===== src/rtl/fetch_pkg.sv =====
// -----------------------------------------------------------------------------
// fetch_pkg
// Shared types and constants for the instruction fetch stage.
//   fetch_state_e    : fetch FSM states (RST, FETCH, HOLD)
//   OPCODE_HI/LO     : bit range of the opcode field inside an instruction
//   OP_BEQ           : opcode of the beq instruction
//   DEFAULT_RESET_PC : default PC value loaded on reset
// Optional build macro used by the fetch stage: FETCH_PERF_CNT_EN.
// -----------------------------------------------------------------------------
package fetch_pkg;

  typedef enum logic [1:0] {
    RST   = 2'd0,
    FETCH = 2'd1,
    HOLD  = 2'd2
  } fetch_state_e;

  localparam int          OPCODE_HI        = 31;
  localparam int          OPCODE_LO        = 26;
  localparam logic [5:0]  OP_BEQ           = 6'd4;
  localparam logic [31:0] DEFAULT_RESET_PC = 32'h0000_0000;

endpackage


===== src/rtl/pc_next_logic.sv =====
// -----------------------------------------------------------------------------
// pc_next_logic
// Purely combinational next-PC computation for the fetch stage.
// Ports:
//   PC           in  : address of the held instruction
//   Branch       in  : branch flag for the held instruction
//   Zero         in  : ALU zero flag for the held instruction
//   BranchOffset in  : sign-extended word offset (not yet shifted)
//   PCplus4      out : PC + 4
//   NextPC       out : branch target when Branch & Zero, else PC + 4
// All arithmetic wraps modulo 2^ADDR_W.
// -----------------------------------------------------------------------------
module pc_next_logic
  import fetch_pkg::*;
#(
  parameter int ADDR_W = 32,
  parameter int DATA_W = 32
) (
  input  logic [ADDR_W-1:0] PC,
  input  logic              Branch,
  input  logic              Zero,
  input  logic [DATA_W-1:0] BranchOffset,
  output logic [ADDR_W-1:0] PCplus4,
  output logic [ADDR_W-1:0] NextPC
);

  logic [ADDR_W-1:0] offset_bytes_s;

  // Sequential successor and byte-scaled branch displacement
  always_comb begin
    PCplus4        = PC + ADDR_W'(4);
    // Sign-extend to address width first, then scale words to bytes.
    offset_bytes_s = ADDR_W'($signed(BranchOffset)) << 2;
  end

  // Select the taken-branch target or the sequential address
  always_comb begin
    if (Branch && Zero) begin
      NextPC = PCplus4 + offset_bytes_s;
    end else begin
      NextPC = PCplus4;
    end
  end

endmodule


===== src/rtl/instruction_fetch.sv =====
// -----------------------------------------------------------------------------
// instruction_fetch
// Fetch stage: holds the PC, reads instruction words over a req/ready
// handshake, keeps the returned word until the datapath retires it, then
// advances to PC+4 or the beq target.
// Ports:
//   clk, rst        : clock (rising edge), asynchronous active-high reset
//   IMreq, IMaddr   : instruction-memory read request and byte address (=PC)
//   IMrdata,IMready : returned word and its accept/valid strobe
//   Instr, OPcode   : held instruction and its opcode field
//   InstrValid      : Instr holds a fetched, not yet retired instruction
//   PC, PCplus4     : address of held/in-flight instruction, and PC+4
//   Advance         : datapath retires the held instruction this cycle
//   Branch, Zero    : branch decision inputs, sampled on the Advance edge
//   BranchOffset    : sign-extended word offset for the branch target
//   CycCnt,StallCnt : performance counters (only with FETCH_PERF_CNT_EN)
// Optional build macro: FETCH_PERF_CNT_EN adds the two wrapping counters.
// -----------------------------------------------------------------------------
module instruction_fetch
  import fetch_pkg::*;
#(
  parameter int                ADDR_W   = 32,
  parameter int                DATA_W   = 32,
  parameter logic [ADDR_W-1:0] RESET_PC = ADDR_W'(DEFAULT_RESET_PC)
) (
  input  logic              clk,
  input  logic              rst,
  output logic              IMreq,
  output logic [ADDR_W-1:0] IMaddr,
  input  logic [DATA_W-1:0] IMrdata,
  input  logic              IMready,
  output logic [DATA_W-1:0] Instr,
  output logic              InstrValid,
  output logic [5:0]        OPcode,
  output logic [ADDR_W-1:0] PC,
  output logic [ADDR_W-1:0] PCplus4,
  input  logic              Advance,
  input  logic              Branch,
  input  logic              Zero,
  input  logic [DATA_W-1:0] BranchOffset
`ifdef FETCH_PERF_CNT_EN
  ,
  output logic [31:0]       CycCnt,
  output logic [31:0]       StallCnt
`endif
);

  fetch_state_e      state_q, state_d;
  logic [ADDR_W-1:0] pc_q, pc_d;
  logic [DATA_W-1:0] instr_q, instr_d;
  logic              valid_q, valid_d;
  logic [ADDR_W-1:0] pc_plus4_s;
  logic [ADDR_W-1:0] next_pc_s;
  logic              imreq_s;

  pc_next_logic #(
    .ADDR_W (ADDR_W),
    .DATA_W (DATA_W)
  ) u_pc_next (
    .PC           (pc_q),
    .Branch       (Branch),
    .Zero         (Zero),
    .BranchOffset (BranchOffset),
    .PCplus4      (pc_plus4_s),
    .NextPC       (next_pc_s)
  );

  // FSM state register
  always_ff @(posedge clk or posedge rst) begin
    if (rst) begin
      state_q <= RST;
    end else begin
      state_q <= state_d;
    end
  end

  // FSM next-state logic
  always_comb begin
    state_d = state_q;
    case (state_q)
      RST: begin
        state_d = FETCH;
      end
      FETCH: begin
        if (IMready) begin
          state_d = HOLD;
        end else begin
          state_d = FETCH;
        end
      end
      HOLD: begin
        if (Advance) begin
          state_d = FETCH;
        end else begin
          state_d = HOLD;
        end
      end
      default: begin
        state_d = RST;
      end
    endcase
  end

  // FSM outputs: request only while fetching; decoded from the state flop
  // so IMreq falls immediately with the asynchronous reset.
  always_comb begin
    imreq_s = 1'b0;
    case (state_q)
      FETCH:   imreq_s = 1'b1;
      RST:     imreq_s = 1'b0;
      HOLD:    imreq_s = 1'b0;
      default: imreq_s = 1'b0;
    endcase
  end

  // Datapath next values: capture on the ready edge, advance on retire.
  // IMready outside FETCH and Advance outside HOLD fall through unchanged.
  always_comb begin
    pc_d    = pc_q;
    instr_d = instr_q;
    valid_d = valid_q;
    case (state_q)
      FETCH: begin
        if (IMready) begin
          instr_d = IMrdata;
          valid_d = 1'b1;
        end else begin
          valid_d = 1'b0;
        end
      end
      HOLD: begin
        if (Advance) begin
          pc_d    = next_pc_s;
          valid_d = 1'b0;
        end else begin
          valid_d = 1'b1;
        end
      end
      RST: begin
        valid_d = 1'b0;
      end
      default: begin
        valid_d = 1'b0;
      end
    endcase
  end

  // PC, instruction and valid registers
  always_ff @(posedge clk or posedge rst) begin
    if (rst) begin
      pc_q    <= RESET_PC;
      instr_q <= {DATA_W{1'b0}};
      valid_q <= 1'b0;
    end else begin
      pc_q    <= pc_d;
      instr_q <= instr_d;
      valid_q <= valid_d;
    end
  end

`ifdef FETCH_PERF_CNT_EN
  logic [31:0] cyc_cnt_q;
  logic [31:0] stall_cnt_q;
  logic        stall_s;

  // A stall is a fetch cycle without data or a hold cycle without retire
  always_comb begin
    if (state_q == FETCH) begin
      stall_s = !IMready;
    end else if (state_q == HOLD) begin
      stall_s = !Advance;
    end else begin
      stall_s = 1'b0;
    end
  end

  // Free-running wrapping cycle and stall counters
  always_ff @(posedge clk or posedge rst) begin
    if (rst) begin
      cyc_cnt_q   <= 32'd0;
      stall_cnt_q <= 32'd0;
    end else begin
      if (state_q != RST) begin
        cyc_cnt_q <= cyc_cnt_q + 32'd1;
      end
      if (stall_s) begin
        stall_cnt_q <= stall_cnt_q + 32'd1;
      end
    end
  end

  assign CycCnt   = cyc_cnt_q;
  assign StallCnt = stall_cnt_q;
`endif

  assign IMreq      = imreq_s;
  assign IMaddr     = pc_q;
  assign PC         = pc_q;
  assign PCplus4    = pc_plus4_s;
  assign Instr      = instr_q;
  assign InstrValid = valid_q;
  assign OPcode     = instr_q[OPCODE_HI:OPCODE_LO];

endmodule


===== config.mk =====
export PLATFORM = sky130hd
export DESIGN_NAME = instruction_fetch
export DESIGN_NICKNAME = d
export VERILOG_FILES = /design/src/rtl/fetch_pkg.sv /design/src/rtl/pc_next_logic.sv /design/src/rtl/instruction_fetch.sv
export SDC_FILE = /design/constraint.sdc
export NUM_CORES = 1
export LEC_CHECK = 0
export CAP_MARGIN = 20
export CORE_MARGIN = 4
export CORE_UTILIZATION = 48
export DETAILED_ROUTE_END_ITERATION = 6
export GPL_ROUTABILITY_DRIVEN = 0
export GPL_TIMING_DRIVEN = 0
export HOLD_SLACK_MARGIN = 0.03
export PLACE_DENSITY = 0.87
export SYNTH_ARGS = -nofsm -noshare
export SYNTH_HDL_FRONTEND = slang
export SYNTH_SLANG_ARGS = --single-unit

===== constraint.sdc =====
create_clock -name clk -period 8.6 [get_ports clk]
set_clock_uncertainty 0.1 [all_clocks]
set_input_delay 0.86 -clock clk [delete_from_list [all_inputs] [get_ports clk]]
set_output_delay 0.86 -clock clk [all_outputs]
set_load 0.05 [all_outputs]

==> results.yml <==
run_status:
  status: "finished, final reports clean"
sta:
  max_freq_mhz: 197
  slew_viol_final: 0
  worstMarginPinSlew_ps: 794
  tns_ps: 0
  setup_viol: 0
  fin_crit_ps: 5070
  max-slew-margin-rel_pct: 47.0
  period_share_pct: 59.0
  rsz0062_at_grt: "no"
  hold_viol: 0
critical_path:
  crit_path_start: "IMaddr[2]$_DFFE_PP0P_"
  cp-end-kind: "flip-flop"
  worst-path-max-fanout: 7
  reg2reg_to: "IMaddr[31]$_DFFE_PP0P_"
  reg2regPathDepth: 16
  ff2ff_setup_slack_ps: 3530
  timing.rr.start: "IMaddr[2]$_DFFE_PP0P_"
  worst_setup_path_start_kind: "flip-flop"
  critical_path_class: "reg2reg"
  critPathRequiredTime_ps: 8730
  crit_path_end: "IMaddr[31]$_DFFE_PP0P_"
  cp_data_arrival_time_ps: 5210
floorplanning:
  die_area_mm2: 0.0127
  fp.coreArea_mm2: 0.0108
  fp.dieW_um: 113
  start_util_pct: 48.9
  die_y_um: 113
  pin_count: 206
  rows: 38
yosys:
  synth_ff_type: "dfrtp_1"
  ys_ff_latch: 65
  synthAdderAreaFrac_pct: 9.86
  synth_warnings: 0
  synth_xor_xnor_area_share_pct: 8.47
  yosysSeqAreaShare_pct: 30.8
  syn_area_mm2: 0.00528
  synth-edff-count: 0
  avgSynthCellArea_um2: 8.97
  muxShareOfSynthArea_pct: 7.59
  syn_inst: 588
  async_reset_ff_share_pct: 100
  synth_top_family_by_area: "compound AO/OA/AOI/OAI gates"
  synth_compound_area_share_pct: 21.1
  synth_cell_type_count: 60
  synthSimpleGateAreaFrac_pct: 13.3
worst_hold_path:
  worstHoldPathType: "reg2reg"
routing:
  firstDrtPassIters: 5
  post_drt_wl_per_cell_um: 18.2
  vias_per_cell: 5.64
  ant_nets: 0
  drt_wl_total_um: 17200
  drt-initial-drc-count: 347
  vias: 5340
  drc: 0
clock_network:
  path_clk_slew_ps: 80
  post_cts_resized: 0
  cts.hold.buffers_added: 0
  numCtsBuffers: 9
  cts.sinks: 65
  cts_tree: "yes"
  clock_path_buffers: 2
  h-tree-depth: 3
  worst_skew_pair.late_latency_ps: 350
  root_buffer: "clkbuf_8"
  cts_setup_buffers: 0
global_route:
  antenna_found_initial: 0
  grt_max_degree: 35
  grtUsageMet3_pct: 7.01
  gr-usage-all-layers_pct: 26.5
  grt_pass1_vias: 5497
  grt_overflow_total: 0
  globalRouteMet1Util_pct: 33.3
  use_met2_pct: 44.4
  grt_pass1_wl_um: 27400
  top_usage_layer: "met2"
finish:
  num_antenna_cells: 0
  num-fill-cells: 826
  area_growth_pct: 45.6
  regArea_mm2: 0.00163
  multiInputGateArea_mm2: 0.00320
  num-nets-final: 913
  drive_above_1_share_pct: 13.5
flow_run:
  maxCapViolCount: 0
place:
  io_buffers: 197
  dp_hpwl_um: 13500
flip-flops by register name (all words and copies together) (netlist names):
signal / count
state_q: 2
Instr: 32
InstrValid: 1
IMaddr: 30
placed cells by master, fill, tap and decap left out, types with 3 or more instances in the layout:
cell             synthesis  layout
a21o_1                  24      24
a21oi_1                 60      60
a22oi_1                  4       4
a31oi_1                  3       3
and2_1                   4       4
and3_1                   6       6
and4_1                   5       5
buf_4                   42      42
clkbuf_1                18      18
clkbuf_8                 0       9
clkdlybuf4s50_1          0     197
conb_1                   1       6
dfrtp_1                 65      65
ha_1                    40      40
inv_1                   15      14
mux2_2                  32      32
mux2i_1                  4       4
nand2_1                 44      44
nand3_1                 17      17
nand4_1                 12      12
nor2_1                  36      36
nor2b_1                  3       3
nor3_1                   6       6
o21a_1                   6       6
o21ai_0                 33      33
o21ai_1                  3       3
o21bai_1                 5       5
o22ai_1                  7       7
or3_1                    3       3
xnor2_1                 35      35
xor2_1                  16      16
worst max-delay path, stage by stage, from the launching register on:
cell and delay (ps):
dfrtp_1 500, ha_1 330, and4_1 300, nand3_1 190, nor2_1 460, and4_1 370
nand2_1 140, xnor2_1 220, ha_1 340, a21o_1 200, a21o_1 190, a2111oi_4 360
a21oi_1 140, o31a_1 310, o21a_1 190, o311a_1 290, a311o_1 320
per-layer routing:
metal	routed length [µm]	up-vias	share of wire, %
li1	-	2496	-
met1	6750	2515	39
met2	8530	287	49
met3	1500	42	8.7
met4	450	0	2.6
met5	0	-	0
kinds of logic after synthesis:
family	count (synthesis)
muxes	36
other	1
buffers and inverters	78
xor gates and xnor gates	51
adders and majority gates	41
and+or+nand+nor	145
DFF	65
AOI/OAI and AO/OA	171
through the flow:
step / util [%] / area [µm²] / hold slack, ps / setup slack, ps / cells
after floorplan: - / 5300 / 483 / 3110 / 593
after global placement: 69.0 / 7440 / 388 / 3710 / 930
after detailed placement: 69.1 / 7460 / 393 / 3620 / 931
after CTS: 71.2 / 7680 / 410 / 3580 / 947
after global routing: 71.2 / 7680 / 428 / 3290 / 947
final: 71.2 / 7680 / 408 / 3530 / 947
worst min path at each step:
stage                                      from               endpoint  slack [ps]  depth (start not counted)
after CTS                 Instr[19]$_DFFE_PP0P_  Instr[19]$_DFFE_PP0P_         410                          1
final                     Instr[23]$_DFFE_PP0P_  Instr[23]$_DFFE_PP0P_         410                          1
after global placement    Instr[23]$_DFFE_PP0P_  Instr[23]$_DFFE_PP0P_         390                          1
after detailed placement  Instr[19]$_DFFE_PP0P_  Instr[19]$_DFFE_PP0P_         390                          1
after global routing      Instr[19]$_DFFE_PP0P_  Instr[19]$_DFFE_PP0P_         430                          1
after floorplan            state_q[1]$_DFF_PP0_   state_q[0]$_DFF_PP0_         480                          2
Yosys cell counts, types with 2 or more instances:
library cell / count / area [µm²]
xnor2_1: 35 / 307
ha_1: 40 / 500
mux2_2: 32 / 360
o21ai_0: 33 / 165
clkbuf_1: 18 / 67.6
a32oi_1: 2 / 17.5
a31oi_1: 3 / 18.8
a21oi_4: 2 / 32.5
a22oi_1: 4 / 30.0
xor2_1: 16 / 140
o31ai_1: 2 / 15.0
mux2i_1: 4 / 40.0
inv_1: 15 / 56.3
nor2_1: 36 / 135
and3_1: 6 / 37.5
nand3_1: 17 / 85.1
buf_4: 42 / 315
dfrtp_1: 65 / 1630
nor2_2: 2 / 12.5
o32ai_1: 2 / 17.5
nand2_2: 2 / 12.5
or3_1: 3 / 18.8
a21oi_1: 60 / 300
and2_1: 4 / 25.0
nor2b_1: 3 / 18.8
a41oi_1: 2 / 17.5
and4_1: 5 / 43.8
o21ai_1: 3 / 15.0
o21a_1: 6 / 45.0
o22ai_1: 7 / 43.8
nand4_1: 12 / 75.1
nor3_1: 6 / 30.0
buf_6: 2 / 22.5
a21o_1: 24 / 180
o21bai_1: 5 / 37.5
nand2_1: 44 / 165
layout make-up:
cell class | instances | area share (%)
clock buffer | 9 | 1.61
clock inverter | 7 | 1.24
buffer | 63 | 5.33
tap | 140 | 2.28
multi-input combinational | 450 | 41.7
inverter | 15 | 0.733
timing repair buffer | 198 | 25.9
sequential | 65 | 21.2
Power is left out: the tool's default activity adds up to more than one toggle a clock period on the data nets, which glitch-free logic cannot reach.
==> RTL change 1 (config.mk and constraints unchanged) <==
`DATA_W` is set to 32 in 2 places; all go to 40.
--- a/src/rtl/pc_next_logic.sv
+++ b/src/rtl/pc_next_logic.sv
@@ -14,7 +14,7 @@
   import fetch_pkg::*;
 #(
   parameter int ADDR_W = 32,
-  parameter int DATA_W = 32
+  parameter int DATA_W = 40
 ) (
   input  logic [ADDR_W-1:0] PC,
   input  logic              Branch,
--- a/src/rtl/instruction_fetch.sv
+++ b/src/rtl/instruction_fetch.sv
@@ -20,7 +20,7 @@
   import fetch_pkg::*;
 #(
   parameter int                ADDR_W   = 32,
-  parameter int                DATA_W   = 32,
+  parameter int                DATA_W   = 40,
   parameter logic [ADDR_W-1:0] RESET_PC = ADDR_W'(DEFAULT_RESET_PC)
 ) (
   input  logic              clk,
Ports: changed (resized BranchOffset, IMrdata and Instr); port bits go from 206 to 230. The function was not compared with the original's and may differ.
==> RTL change 1 against the original RTL <==
  * Cell area rose by 7.9%
  * First-iteration DRC count is 39% higher
  * Synthesized area grew 7.3%
  * Count of clock-buffer cells in the layout is 1 higher
  * Synthesized cell count is 7.8% higher
  * Wire length up 9.0%
  * Core utilization up 1.1 points
  * Non-clock buffer count rose by 18
  * Worst setup slack gained 0.45 ns
  * Sequential cell count grew 8
  * Largest cell class unchanged
Power is not shown: default switching activity piles up to over one toggle a cycle in this logic, so the estimate is an artifact.
==> RTL change 1: results (changes against the original RTL) <==
final wirelength=18,800 um (+9.0%); most frequent cells after synthesis=dfrtp_1 (73), nand2_1 (66), a21oi_1 (62), nor2_1 (45), buf_4 (43); top post-synthesis cells by area=dfrtp_1 (32%), ha_1 (8.8%), mux2_2 (8.0%), buf_4 (5.7%), a21oi_1 (5.5%); Detailed Routing Iterations Pass 1=6 (+1); total CTS buffers=9 (unchanged); first-pass GRT wire length=28,900 um (+5.7%); Hold Path End=Instr[34]; layout cell share with drive strength beyond 1=14.5% (+1.0 points); crit path max fanout=8 (+1); RR Endpoint=IMaddr[31]; unique cell type count in the Yosys netlist=65 (+8.3%); Root Driver=clkbuf_16; total global routing track utilization=26.7% (+0.14 points); sequential area share after synthesis=32.3% (+1.4 points); drt initial violations=484 (+39%); max reg flops=40 (+25%); nets=990 (+8.4%); initial antenna violation count=0 (unchanged); DP Worst Slack=4.16 ns (+0.533 ns); xor/xnor share of the synthesized area=8.53% (+0.067 points); worst reg-to-reg path cell count=17 (+1); WHS Path Cells=1 (unchanged); CP max-delay cell=a2111oi_0; mux share of post-synthesis cell area=8.16% (+0.57 points); slew margin rel.=39.9% (-7.1 points); Bufs on Longest Clock Path=2 (unchanged); CTS-repair resized insts=0 (unchanged); port bufs=213 (+8.1%); clock insertion delay at the later pin of the skew report=0.32 ns (-0.03 ns); setup repair bufs after CTS=0 (unchanged); reg-to-reg setup timing slack=3.98 ns (+0.45 ns); worst r2r src=IMaddr[2]; maximum number of pins on one net before global-route repair=74 (+110%); Warnings, synthesis=0 (unchanged); CP arrival=4.71 ns (-0.50 ns); number of global-route vias before repair=5,820 (+5.9%); Adder-Cell Fraction of Synth Area=9.20% (-0.67 points); Worst Hold Launch=Instr[34]; crit-path max cell delay=0.61 ns (+0.11 ns); complex-gate fraction of the synthesized area=17.1% (-4.0 points); run status=complete, no violations; CP endpoint kind=flip-flop; Vias=5,747 (+7.6%); DP HPWL=14,700 um (+8.4%); H-tree depth=3 (unchanged); n_diodes=0 (unchanged); Async S/R FF share, synth=100% (unchanged); Worst-path clk slew=0.06 ns (-0.02 ns); Min Hold Slack=0.404 ns (-0.00404 ns)
RTL change 1: routing by layer:
| metal | vias to the layer above | share of wire, % | GRT usage, % |
|---|---|---|---|
| li1 | 2656 | - | - |
| met1 | 2711 | 37 | 32.3 |
| met2 | 337 | 52 | 47.9 |
| met3 | 43 | 8.9 | 4.56 |
| met4 | 0 | 2.1 | 8.72 |
| met5 | - | 0 | 0 |
RTL change 1: worst max path at each step:
stage,start,endpoint,slack (ns),cells after the start
after floorplan,IMaddr[2],IMaddr[31],3.64,17
after global placement,IMaddr[2],IMaddr[31],4.14,17
after detailed placement,IMaddr[2],IMaddr[31],4.16,17
after CTS,IMaddr[2],IMaddr[31],4.08,17
after global routing,IMaddr[2],IMaddr[31],3.73,17
final,IMaddr[2],IMaddr[31],3.98,17
RTL change 1: critical path, delay by kind of cell (launching register included):
| family | cells | cell delay, ns |
|---|---|---|
| adders and majority gates | 2 | 0.64 |
| xor gates and xnor gates | 2 | 0.39 |
| and+or+nand+nor | 8 | 1.62 |
| AOI/OAI and AO/OA | 5 | 1.22 |
| DFF | 1 | 0.50 |
RTL change 1: cell type report:
cell class | count | area [um2]
plain buffers | 66 | 415
clock buffers | 10 | 229
clock inverters | 6 | 67.6
fillers | 882 | 3180
inverters | 15 | 58.8
multi-input cells | 485 | 3380
flip-flops and latches | 73 | 1830
well taps | 143 | 179
repair buffers | 213 | 2130
RTL change 1: metrics by stage:
step                cell area, um2  std cells
detailed placement            7990        995
floorplan                     5680        639
global route                  8290       1011
CTS                           8290       1011
global placement              7990        995
finish                        8290       1011
==> RTL change 2 (same settings) <==
Without the edit above. The 3 states of `fetch_state_e` get a one-hot encoding in 3 bits.
--- a/src/rtl/fetch_pkg.sv
+++ b/src/rtl/fetch_pkg.sv
@@ -9,10 +9,10 @@
 // -----------------------------------------------------------------------------
 package fetch_pkg;
 
-  typedef enum logic [1:0] {
-    RST   = 2'd0,
-    FETCH = 2'd1,
-    HOLD  = 2'd2
+  typedef enum logic [2:0] {
+    RST   = 3'b001,
+    FETCH = 3'b010,
+    HOLD  = 3'b100
   } fetch_state_e;
 
   localparam int          OPCODE_HI        = 31;
Function: same outputs for any inputs over 10 cycles, from zero or initial values and one cycle with rst high; not proved beyond that.
==> RTL change 2 against the original RTL <==
  * Non-clock buffer count grew 3
  * Wire length rose by 3.2%
  * Sequential cell count is 1 higher
  * Synthesized area grew 1.7%
  * Worst setup slack better by 0.36 ns
  * Highest routed layer unchanged
  * Cell area is 0.72% higher
  * Die area is 1.6% higher
  * Via count rose by 6.7%
  * Critical endpoint unchanged
  * Critical path type unchanged
==> RTL change 2: results (changes against the original RTL) <==
run status=complete, no violations; Detailed Routing Iterations Pass 1=6 (+1); CP arrival=4.85 ns (-0.36 ns); non-filler cells, final=973 (+2.7%); sequential area share after synthesis=30.8% (about the same); nets=935 (+2.4%); Worst-path clk slew=0.10 ns (+0.02 ns); routed vias/inst=5.86 (+3.9%); Hold Path End=Instr[21]; number of global-route vias before repair=5,647 (+2.7%); syn avg cell area=8.73 um2 (-2.8%); reg-to-reg setup timing slack=3.88 ns (+0.36 ns); unique cell type count in the Yosys netlist=62 (+3.3%); most frequent cells after synthesis=dfrtp_1 (65), a21oi_1 (49), nor2_1 (49), nand2_1 (48), o21ai_0 (44); mux share of post-synthesis cell area=7.11% (-0.48 points); xor/xnor share of the synthesized area=8.67% (+0.21 points); layout cell share with drive strength beyond 1=13.0% (-0.54 points); Min Hold Slack=0.409 ns (+0.00128 ns); top post-synthesis cells by area=dfrtp_1 (30%), ha_1 (8.4%), mux2_2 (6.9%), buf_4 (5.9%), xnor2_1 (4.7%); maximum number of pins on one net before global-route repair=67 (+91%); DP Worst Slack=4.05 ns (+0.426 ns); slew margin rel.=21.8% (-25 points); FILL cells=803 (-2.8%); routed len/inst=18.3 um (+0.49%); placed cell count=957 (+2.8%); drt initial violations=684 (+97%); total global routing track utilization=27.0% (+0.45 points); Worst Hold Launch=Instr[21]
-- RTL change 2: cell count changes after synthesis, sizes merged, moves of 8 or more --
| cell | delta |
|---|---|
| a21o | -19 |
| a21oi | -13 |
| a31oi | +12 |
| nor2 | +13 |
| o211ai | +8 |
| o21ai | +11 |
-- RTL change 2: metal layers --
metal	wire, um	vias to the layer above	global-route usage (%)	part of all wire [%]
met4	657	0	11.9	3.7
met2	8620	361	46.3	48
met5	0	-	0	0
met1	6880	2676	32.7	39
li1	-	2591	-	-
met3	1650	72	5.41	9.2
-- RTL change 2: worst max-delay path: stages (launching register included) --
cell and delay, ns:
dfrtp_1 0.49, ha_1 0.30, nand4_1 0.23, nor2_1 0.31, nand4_1 0.30, nand2b_1 0.32, nor2_1 0.26, xor2_1 0.24
ha_1 0.35, a21oi_1 0.29, inv_1 0.07, a21oi_1 0.13, o21ai_0 0.12, or4b_2 0.63, o211ai_1 0.24, xnor2_1 0.15
o21ai_1 0.08
-- RTL change 2: worst max path at each step --
stage,endpoint,slack (ns),cells after the start
after floorplan,IMaddr[31],3.63,16
after global placement,IMaddr[31],4.17,16
after detailed placement,IMaddr[31],4.05,16
after CTS,IMaddr[31],4.03,16
after global routing,IMaddr[31],3.63,16
final,IMaddr[31],3.88,16
-- RTL change 2: layout make-up --
type	instances	area [um2]	area share (%)
Multi-Input combinational cell	471	3250	42.0
Inverter	16	62.6	0.809
Buffer	67	425	5.50
Sequential cell	66	1650	21.4
Timing Repair Buffer	197	1970	25.5
Clock buffer	9	124	1.60
Clock inverter	7	77.6	1.00
Tap cell	140	175	2.26
